### config.mk
export PLATFORM = sky130hd
export DESIGN_NAME = cannon_bullet
export DESIGN_NICKNAME = d
export VERILOG_FILES = /design/src/rtl/cannon_bullet.sv
export SDC_FILE = /design/constraint.sdc
export NUM_CORES = 1
export LEC_CHECK = 0
export CELL_PAD_IN_SITES_DETAIL_PLACEMENT = 1
export CELL_PAD_IN_SITES_GLOBAL_PLACEMENT = 2
export CORE_AREA = 2 2 97 99
export DETAILED_ROUTE_END_ITERATION = 8
export DIE_AREA = 0 0 99 101
export GPL_TIMING_DRIVEN = 0
export PLACE_DENSITY = 0.87
export RECOVER_POWER = 50
export SYNTH_ARGS = -nofsm -noshare
export SYNTH_HDL_FRONTEND = slang
export SYNTH_SLANG_ARGS = --single-unit
### constraint.sdc
create_clock -name i_clk_25MHz -period 2.5 [get_ports i_clk_25MHz]
set_input_delay 0.5 -clock i_clk_25MHz [delete_from_list [all_inputs] [get_ports i_clk_25MHz]]
set_output_delay 0.5 -clock i_clk_25MHz [all_outputs]
set_load 0.03 [all_outputs]
### src/rtl/cannon_bullet.sv
// Player-side cannon and bullet stage feeding the invaders block.
// The cannon walks left/right on a slow tick. One bullet at a time is launched
// from the row just above the cannon and climbs one row per bullet tick. Hits
// reported by the invaders block retire the bullet and add to a saturating
// score. After a bullet retires, the launcher re-arms for a few bullet ticks.
module cannon_bullet #(
  parameter int BULLET_PERIOD  = 25000,
  parameter int CANNON_PERIOD  = 100000,
  parameter int COOLDOWN_TICKS = 4,
  parameter int CANNON_ROW     = 15,
  parameter int MAX_COL        = 19
) (
  input  logic       i_clk_25MHz,
  input  logic       i_reset,
  input  logic       i_fire,
  input  logic       i_left,
  input  logic       i_right,
  input  logic       i_hit,
  output logic [4:0] o_bullet_x,
  output logic [3:0] o_bullet_y,
  output logic       o_bullet_active,
  output logic [4:0] o_cannon_x,
  output logic [7:0] o_score,
  output logic       o_ready
);

  localparam int BW = $clog2(BULLET_PERIOD);
  localparam int CW = $clog2(CANNON_PERIOD);
  localparam int DW = $clog2(COOLDOWN_TICKS + 1);

  localparam logic [BW-1:0] BULLET_LAST = BW'(BULLET_PERIOD - 1);
  localparam logic [CW-1:0] CANNON_LAST = CW'(CANNON_PERIOD - 1);
  localparam logic [DW-1:0] COOL_LAST   = DW'(COOLDOWN_TICKS);
  localparam logic [4:0]    MAX_COL_X   = 5'(MAX_COL);
  localparam logic [4:0]    HOME_X      = 5'(MAX_COL / 2);
  localparam logic [3:0]    SPAWN_Y     = 4'(CANNON_ROW - 1);

  typedef enum logic [1:0] {
    S_IDLE,
    S_FLYING,
    S_COOLDOWN
  } state_t;

  state_t        state_q, state_d;
  logic          fire_q, hit_q;
  logic [CW-1:0] ccnt_q, ccnt_d;
  logic [BW-1:0] bcnt_q, bcnt_d;
  logic [DW-1:0] cd_q, cd_d;
  logic [4:0]    cx_q, cx_d;
  logic [4:0]    bx_q, bx_d;
  logic [3:0]    by_q, by_d;
  logic          act_q, act_d;
  logic          rdy_q, rdy_d;
  logic [7:0]    score_q, score_d;

  logic          fire_edge;
  logic          hit_edge;
  logic          cannon_tick;
  logic          bullet_tick;
  logic [7:0]    score_inc;

  // Only the rising edge of each button/flag matters; held levels are inert.
  assign fire_edge   = i_fire & ~fire_q;
  assign hit_edge    = i_hit & ~hit_q;
  assign cannon_tick = (ccnt_q == CANNON_LAST);
  assign bullet_tick = (bcnt_q == BULLET_LAST);
  assign score_inc   = (score_q == 8'hFF) ? 8'hFF : score_q + 8'd1;

  // Cannon timebase and clamped column update, independent of the bullet FSM.
  always_comb begin
    ccnt_d = cannon_tick ? '0 : ccnt_q + CW'(1);
    cx_d   = cx_q;
    if (cannon_tick) begin
      if (i_left && !i_right && (cx_q != 5'd0)) begin
        cx_d = cx_q - 5'd1;
      end else if (i_right && !i_left && (cx_q < MAX_COL_X)) begin
        cx_d = cx_q + 5'd1;
      end
    end
  end

  // Bullet FSM next state: launch, climb, retire on hit or top row, re-arm.
  always_comb begin
    state_d = state_q;
    bcnt_d  = bullet_tick ? '0 : bcnt_q + BW'(1);
    cd_d    = cd_q;
    bx_d    = bx_q;
    by_d    = by_q;
    act_d   = act_q;
    score_d = score_q;
    unique case (state_q)
      S_IDLE: begin
        if (fire_edge) begin
          state_d = S_FLYING;
          bx_d    = cx_q;
          by_d    = SPAWN_Y;
          act_d   = 1'b1;
          bcnt_d  = '0;
        end
      end
      S_FLYING: begin
        // A hit wins over a coincident step so the bullet never moves past
        // the invader it struck.
        if (hit_edge) begin
          score_d = score_inc;
          act_d   = 1'b0;
          by_d    = 4'd0;
          cd_d    = '0;
          state_d = S_COOLDOWN;
        end else if (bullet_tick) begin
          if (by_q == 4'd1) begin
            act_d   = 1'b0;
            by_d    = 4'd0;
            cd_d    = '0;
            state_d = S_COOLDOWN;
          end else begin
            by_d = by_q - 4'd1;
          end
        end
      end
      S_COOLDOWN: begin
        // Late hit reports still count; they arrive after the bullet retired.
        if (hit_edge) begin
          score_d = score_inc;
        end
        if (bullet_tick) begin
          cd_d = cd_q + DW'(1);
          if ((cd_q + DW'(1)) == COOL_LAST) begin
            state_d = S_IDLE;
          end
        end
      end
      default: begin
        state_d = S_IDLE;
      end
    endcase
    rdy_d = (state_d == S_IDLE);
  end

  // Edge-detect history, cannon timebase and cannon position.
  always_ff @(posedge i_clk_25MHz or posedge i_reset) begin
    if (i_reset) begin
      fire_q <= 1'b0;
      hit_q  <= 1'b0;
      ccnt_q <= '0;
      cx_q   <= HOME_X;
    end else begin
      fire_q <= i_fire;
      hit_q  <= i_hit;
      ccnt_q <= ccnt_d;
      cx_q   <= cx_d;
    end
  end

  // Bullet FSM state, bullet timebase, re-arm counter and registered outputs.
  always_ff @(posedge i_clk_25MHz or posedge i_reset) begin
    if (i_reset) begin
      state_q <= S_IDLE;
      bcnt_q  <= '0;
      cd_q    <= '0;
      bx_q    <= 5'd0;
      by_q    <= 4'd0;
      act_q   <= 1'b0;
      rdy_q   <= 1'b1;
      score_q <= 8'd0;
    end else begin
      state_q <= state_d;
      bcnt_q  <= bcnt_d;
      cd_q    <= cd_d;
      bx_q    <= bx_d;
      by_q    <= by_d;
      act_q   <= act_d;
      rdy_q   <= rdy_d;
      score_q <= score_d;
    end
  end

  assign o_bullet_x      = bx_q;
  assign o_bullet_y      = by_q;
  assign o_bullet_active = act_q;
  assign o_cannon_x      = cx_q;
  assign o_score         = score_q;
  assign o_ready         = rdy_q;

endmodule

**Word-level counts from Yosys, hierarchy flattened**

Cells that the tools add are included.

- Flip-flop bits (word level): 63
- Input bits: 6
- Logic and storage cells: 83

- Add/sub/neg operators: 7
- $lt $le $gt $ge: 1
- Eq/ne operators: 11
- Multiplexer cells: 29
- Bitwise operators: 4
- Reduce and logical (&&, ||, !) cells: 19

Operators by type and width:

| cell | count |
|---|---|
| $mux W15 | 3 |
| $add A17 B1 Y17 const B | 1 |
| $eq A17 B17 Y1 const B | 1 |
| $mux W17 | 1 |
| $mux W4 | 4 |
| $add A15 B1 Y15 const B | 1 |
| $eq A15 B15 Y1 const B | 1 |
| $mux W2 | 6 |
| $mux W3 | 4 |
| $mux W5 | 2 |
| $add A8 B1 Y8 const B | 1 |
| $eq A8 B8 Y1 const B | 1 |
| $mux W8 | 1 |
| $pmux W4 S2 | 1 |
| $reduce_and A4 Y1 | 2 |
| $ne A3 B3 Y1 const B | 2 |
| $pmux W2 S3 | 1 |
| $pmux W3 S2 | 1 |
| $reduce_and A2 Y1 | 3 |
| $reduce_bool A2 Y1 | 3 |
| $add A5 B1 Y5 const B | 1 |
| $lt A5 B5 Y1 const B | 1 |
| $reduce_bool A5 Y1 | 1 |
| $sub A5 B1 Y5 const B | 1 |
| 16 further kinds | 27 |

**Longest topological paths before layout**

- Word-level depth: 6
- Depth in mapped cells: 9

**Worst setup path after synthesis**

OpenSTA, ideal clock, no wires.

- Path type: register to register
- From: reg bcnt_q[10]
- To: reg by_q[2], in the netlist o_bullet_y[2]
- Arrival time: 2136 ps
- Required time: 2379 ps
- Setup slack: 243 ps
- Cell stages (with the launch flop): 7
- Clock period less this slack: 2257 ps
- Path through: dfrtp_1 > or4_4 > or4_4 > buf_6 > a32oi_4 > o21ai_1 > a22o_1

- Cells in the longest elaborated chain, start to end: 3

RTL lines:

| what | line | text |
|---|---|---|
| start: declaration | 47 | `logic [BW-1:0] bcnt_q, bcnt_d;` |
| start signal: assignment | 168 | `bcnt_q <= bcnt_d;` |
| $eq A15 B15 Y1 | 66 | `assign bullet_tick = (bcnt_q == BULLET_LAST);` |
| $ne A3 B3 Y1 (no line) | -- |  |
| $reduce_and A3 Y1 (no line) | -- |  |
| end signal: assignment | 171 | `by_q <= by_d;` |
| end: declaration | 51 | `logic [3:0] by_q, by_d;` |

Every way passes these cells.
A chain may end at the register's enable or synchronous reset.

**Final worst setup path**

- From: reg bcnt_q[10]
- To: reg cd_q[0]

- Cells in the longest elaborated chain, start to end: 3
- Elaborated cells between the ends (all ways): 4

RTL lines:

| what | line | text |
|---|---|---|
| $eq A15 B15 Y1 * | 66 |  |
| $ne A3 B3 Y1 (no line) or $ne A2 B2 Y1 (tied branches) | -- |  |
| $reduce_and A4 Y1 (no line) * | -- |  |
| end signal: assignment | 160 | `cd_q <= '0;` |
| end signal: assignment | 169 | `cd_q <= cd_d;` |
| end: declaration | 48 | `logic [DW-1:0] cd_q, cd_d;` |

Mark *: on every way between the ends. The rest lies on a longest branch, timed or not.

==> impl_metrics.ini <==
[outcome]
run_status = finished clean

[setup_path]
critPathRequiredTime_ns = 2.73
cp-start-kind = flip-flop
rr_endpoint = cd_q[0]
crit_slowest_cell = or4_4
crit_path_max_incr_delay_ns = 0.56
r2r.worst_path.cells = 6
critPathKind = reg -> reg
crit_top_cell = or4_4
critPathCaptureType = flip-flop
cp_num_cells = 6
cp-endpoint = cd_q[0]
path_cells = or4_4, or4_4, buf_6, o211ai_2, o21ai_1, a22o_1
path_buf_inv = 1
critPathLaunch = bcnt_q[10]
regToRegSetupSlack_ns = 0.11
cp_top_family = simple AND/OR/NAND/NOR gates
path_max_fanout = 7
cp.arrival_ns = 2.62
rr_startpoint = bcnt_q[10]

[cts]
cts_buffers = 9
cts.repair.resized = 0
cts_sinks = 63
clk_latency_ns = 0.34
clock-root-buffer = clkbuf_8
clk_pin_slew_ns = 0.08
htree_levels = 3
post_cts_buffers = 0
clockBufferDepth = 2
hold_buffers = 0
cts_tree = done

[detailed_routing]
drc = 0
ant_nets = 0
wire_per_inst_um = 14.43
vias = 2438
via_per_inst = 5.111
wirelength_mm = 6.881
drt_first_pass_iters = 4
drtIter0Drc = 54

[floorplanning]
chipHeight_um = 101
rows = 35
die_w_um = 99
dieArea_um2 = 9999
core_um2 = 8977
initial_utilization_pct = 35.78
ios = 30

[flow_run]
maxCapViolCount = 0

[synthesis]
synth_async_sr_flop_share_pct = 100.0
ys_types = 47
synth_flop_cell = dfrtp_1
synth.avg_cell_area_um2 = 10.04
yosys.cell_count.top_type = dfrtp_1
synth_top_area_share_pct = 46.75
synthCells = 320
yosysTopAreaCell = dfrtp_1
synth_common_cells = dfrtp_1, nand2_1, nor2_1
synth_area_um2 = 3212
synth-edff-count = 0
yosys_warnings = 0
ys_seq_area_share_pct = 49.20
ys_ff_latch = 63
synthesis.nets = 341
ys_top_cells_by_area = dfrtp_1, ha_1, xor2_1

[power_and_ir_drop]
leakagePower_uw = 0.001702
peakVddDrop_mv = 0.3268
p_per_area_nw_per_um2 = 792.7
combPwrFrac_pct = 28.2
pwr-share-seq_pct = 42.3
p_switching_uw = 1058
clkPwrFrac_pct = 29.5
power.switching_fraction_pct = 34.63
p_int_uw = 1996

[placement]
placedCellCount = 461
dp_hpwl_mm = 5.023
place_area_um2 = 3661
port_buffers = 29
pre_cts_ws_ns = -0.08536
gp_congestion = 0.7294

[timing]
clock_skew_ns = 0.008495
slew_headroom_pct = 24.33
slew_viol_final = 0
fmax_ghz = 0.4180
rsz0062_at_grt = no
min_period_over_period_pct = 95.70
worstMarginPinSlew_ns = 1.134
hold_violations = 0
setup_slack_ns = 0.1075
setup_viol_count_final = 0
min_period_ns = 2.392

[finish]
multi_input_area_um2 = 1554
syn_to_final_growth_pct = 19.95
num-nets-final = 382
final_cells = 477
drive_gt1_share_pct = 10.66
ff_latch_area_um2 = 1580
final_area_um2 = 3852
antenna_cells = 0
fillers = 1000

[global_routing]
grt_pass1_wl_mm = 12.06
antenna_found_initial = 0
overflow = 0
grt_pass1_vias = 2532
grt_max_degree = 36
grt_usage_pct = 15.03

[worst_hold_path]
holdPathStages = 2
hold_class = reg -> reg
min-delay-start = o_bullet_x[1]
[flip-flops by register name, indices dropped and copies added (netlist names)]
register,cells
state_q,2
o_bullet_active,1
bcnt_q,15
hit_q,1
o_cannon_x,5
cd_q,3
o_bullet_x,5
o_ready,1
o_score,8
fire_q,1
o_bullet_y,4
ccnt_q,17
[power by group through the flow]
| stage | clock network [uW] | logic, uW | registers [uW] |
|---|---|---|---|
| final | 900 | 860 | 1290 |
| after global routing | 976 | 956 | 1320 |
| after CTS | 927 | 880 | 1290 |
| after detailed placement | 0 | 868 | 1310 |
| after global placement | 0 | 837 | 1300 |
| after floorplan | 0 | 438 | 1430 |
[how the worst min path moves through the flow]
| stage | to | slack, ns |
|---|---|---|
| after global placement | bcnt_q[0] | 0.48 |
| after detailed placement | o_bullet_x[1] | 0.48 |
| final | o_bullet_x[1] | 0.49 |
| after floorplan | bcnt_q[0] | 0.45 |
| after CTS | o_bullet_x[1] | 0.50 |
| after global routing | o_bullet_x[1] | 0.52 |
[layout make-up]
| type | count | area share, % |
|---|---|---|
| well taps | 111 | 3.605 |
| flip-flops and latches | 63 | 41.02 |
| inverters | 13 | 1.267 |
| multi-input cells | 238 | 40.34 |
| clock inverters | 6 | 1.559 |
| plain buffers | 6 | 0.9094 |
| repair buffers | 30 | 7.730 |
| clock buffers | 10 | 3.573 |
[tightest hold or removal path, stage by stage (launching register included)]
cell and delay [ns]:
dfrtp_1 0.35, nand2_1 0.05, o21ai_0 0.06
[metrics by stage]
step	setup TNS (ns)	total power [uW]	util [%]	hold slack, ns
final	0	3054	42.91	0.4926
after global routing	0	3250	42.91	0.5242
after CTS	0	3100	42.98	0.5005
after detailed placement	-0.08536	2181	40.78	0.4823
after global placement	-46.13	2141	40.56	0.4757
after floorplan	0	1870	-	0.4549
[placed cells by master (no fill, tap or decap), drive strengths merged, types with 2 or more instances in the layout]
master          n
o21ai          16
mux2i           2
nor2           37
nand3          16
and3            7
clkbuf         14
clkinv          3
xor2           18
o211ai          2
a21oi           8
nor2b           4
nand3b          2
xnor2          17
dfstp           3
a22o            4
or2b            3
or4             2
mux2            5
nor4            7
clkinvlp        2
nor3            7
ha             14
nand2b          4
inv            13
buf             3
dfrtp          60
clkdlybuf4s50  26
a21o            3
dlygate4sd3     3
nand4           5
nand2          41
[logic make-up after synthesis]
family                   after synthesis  synth area share, %
AND/OR/NAND/NOR                      141                21.62
flip-flops                            63                49.20
AO/OA/AOI/OAI                         40                8.571
XOR/XNOR                              35                9.544
buffers and inverters                 19                2.610
adder cells (fa/ha/maj)               15                6.077
multiplexers                           7                2.376
[per-layer routing]
metal	up-vias	part of all wire (%)	wire length [um]	GRT usage, %
met4	0	1.3	91	5.058
met5	-	0	0	0
li1	1181	-	-	-
met2	17	51	3477	25.26
met1	1230	46	3177	19.24
met3	10	2.0	135	3.329
(Power assumes the default switching activity.)
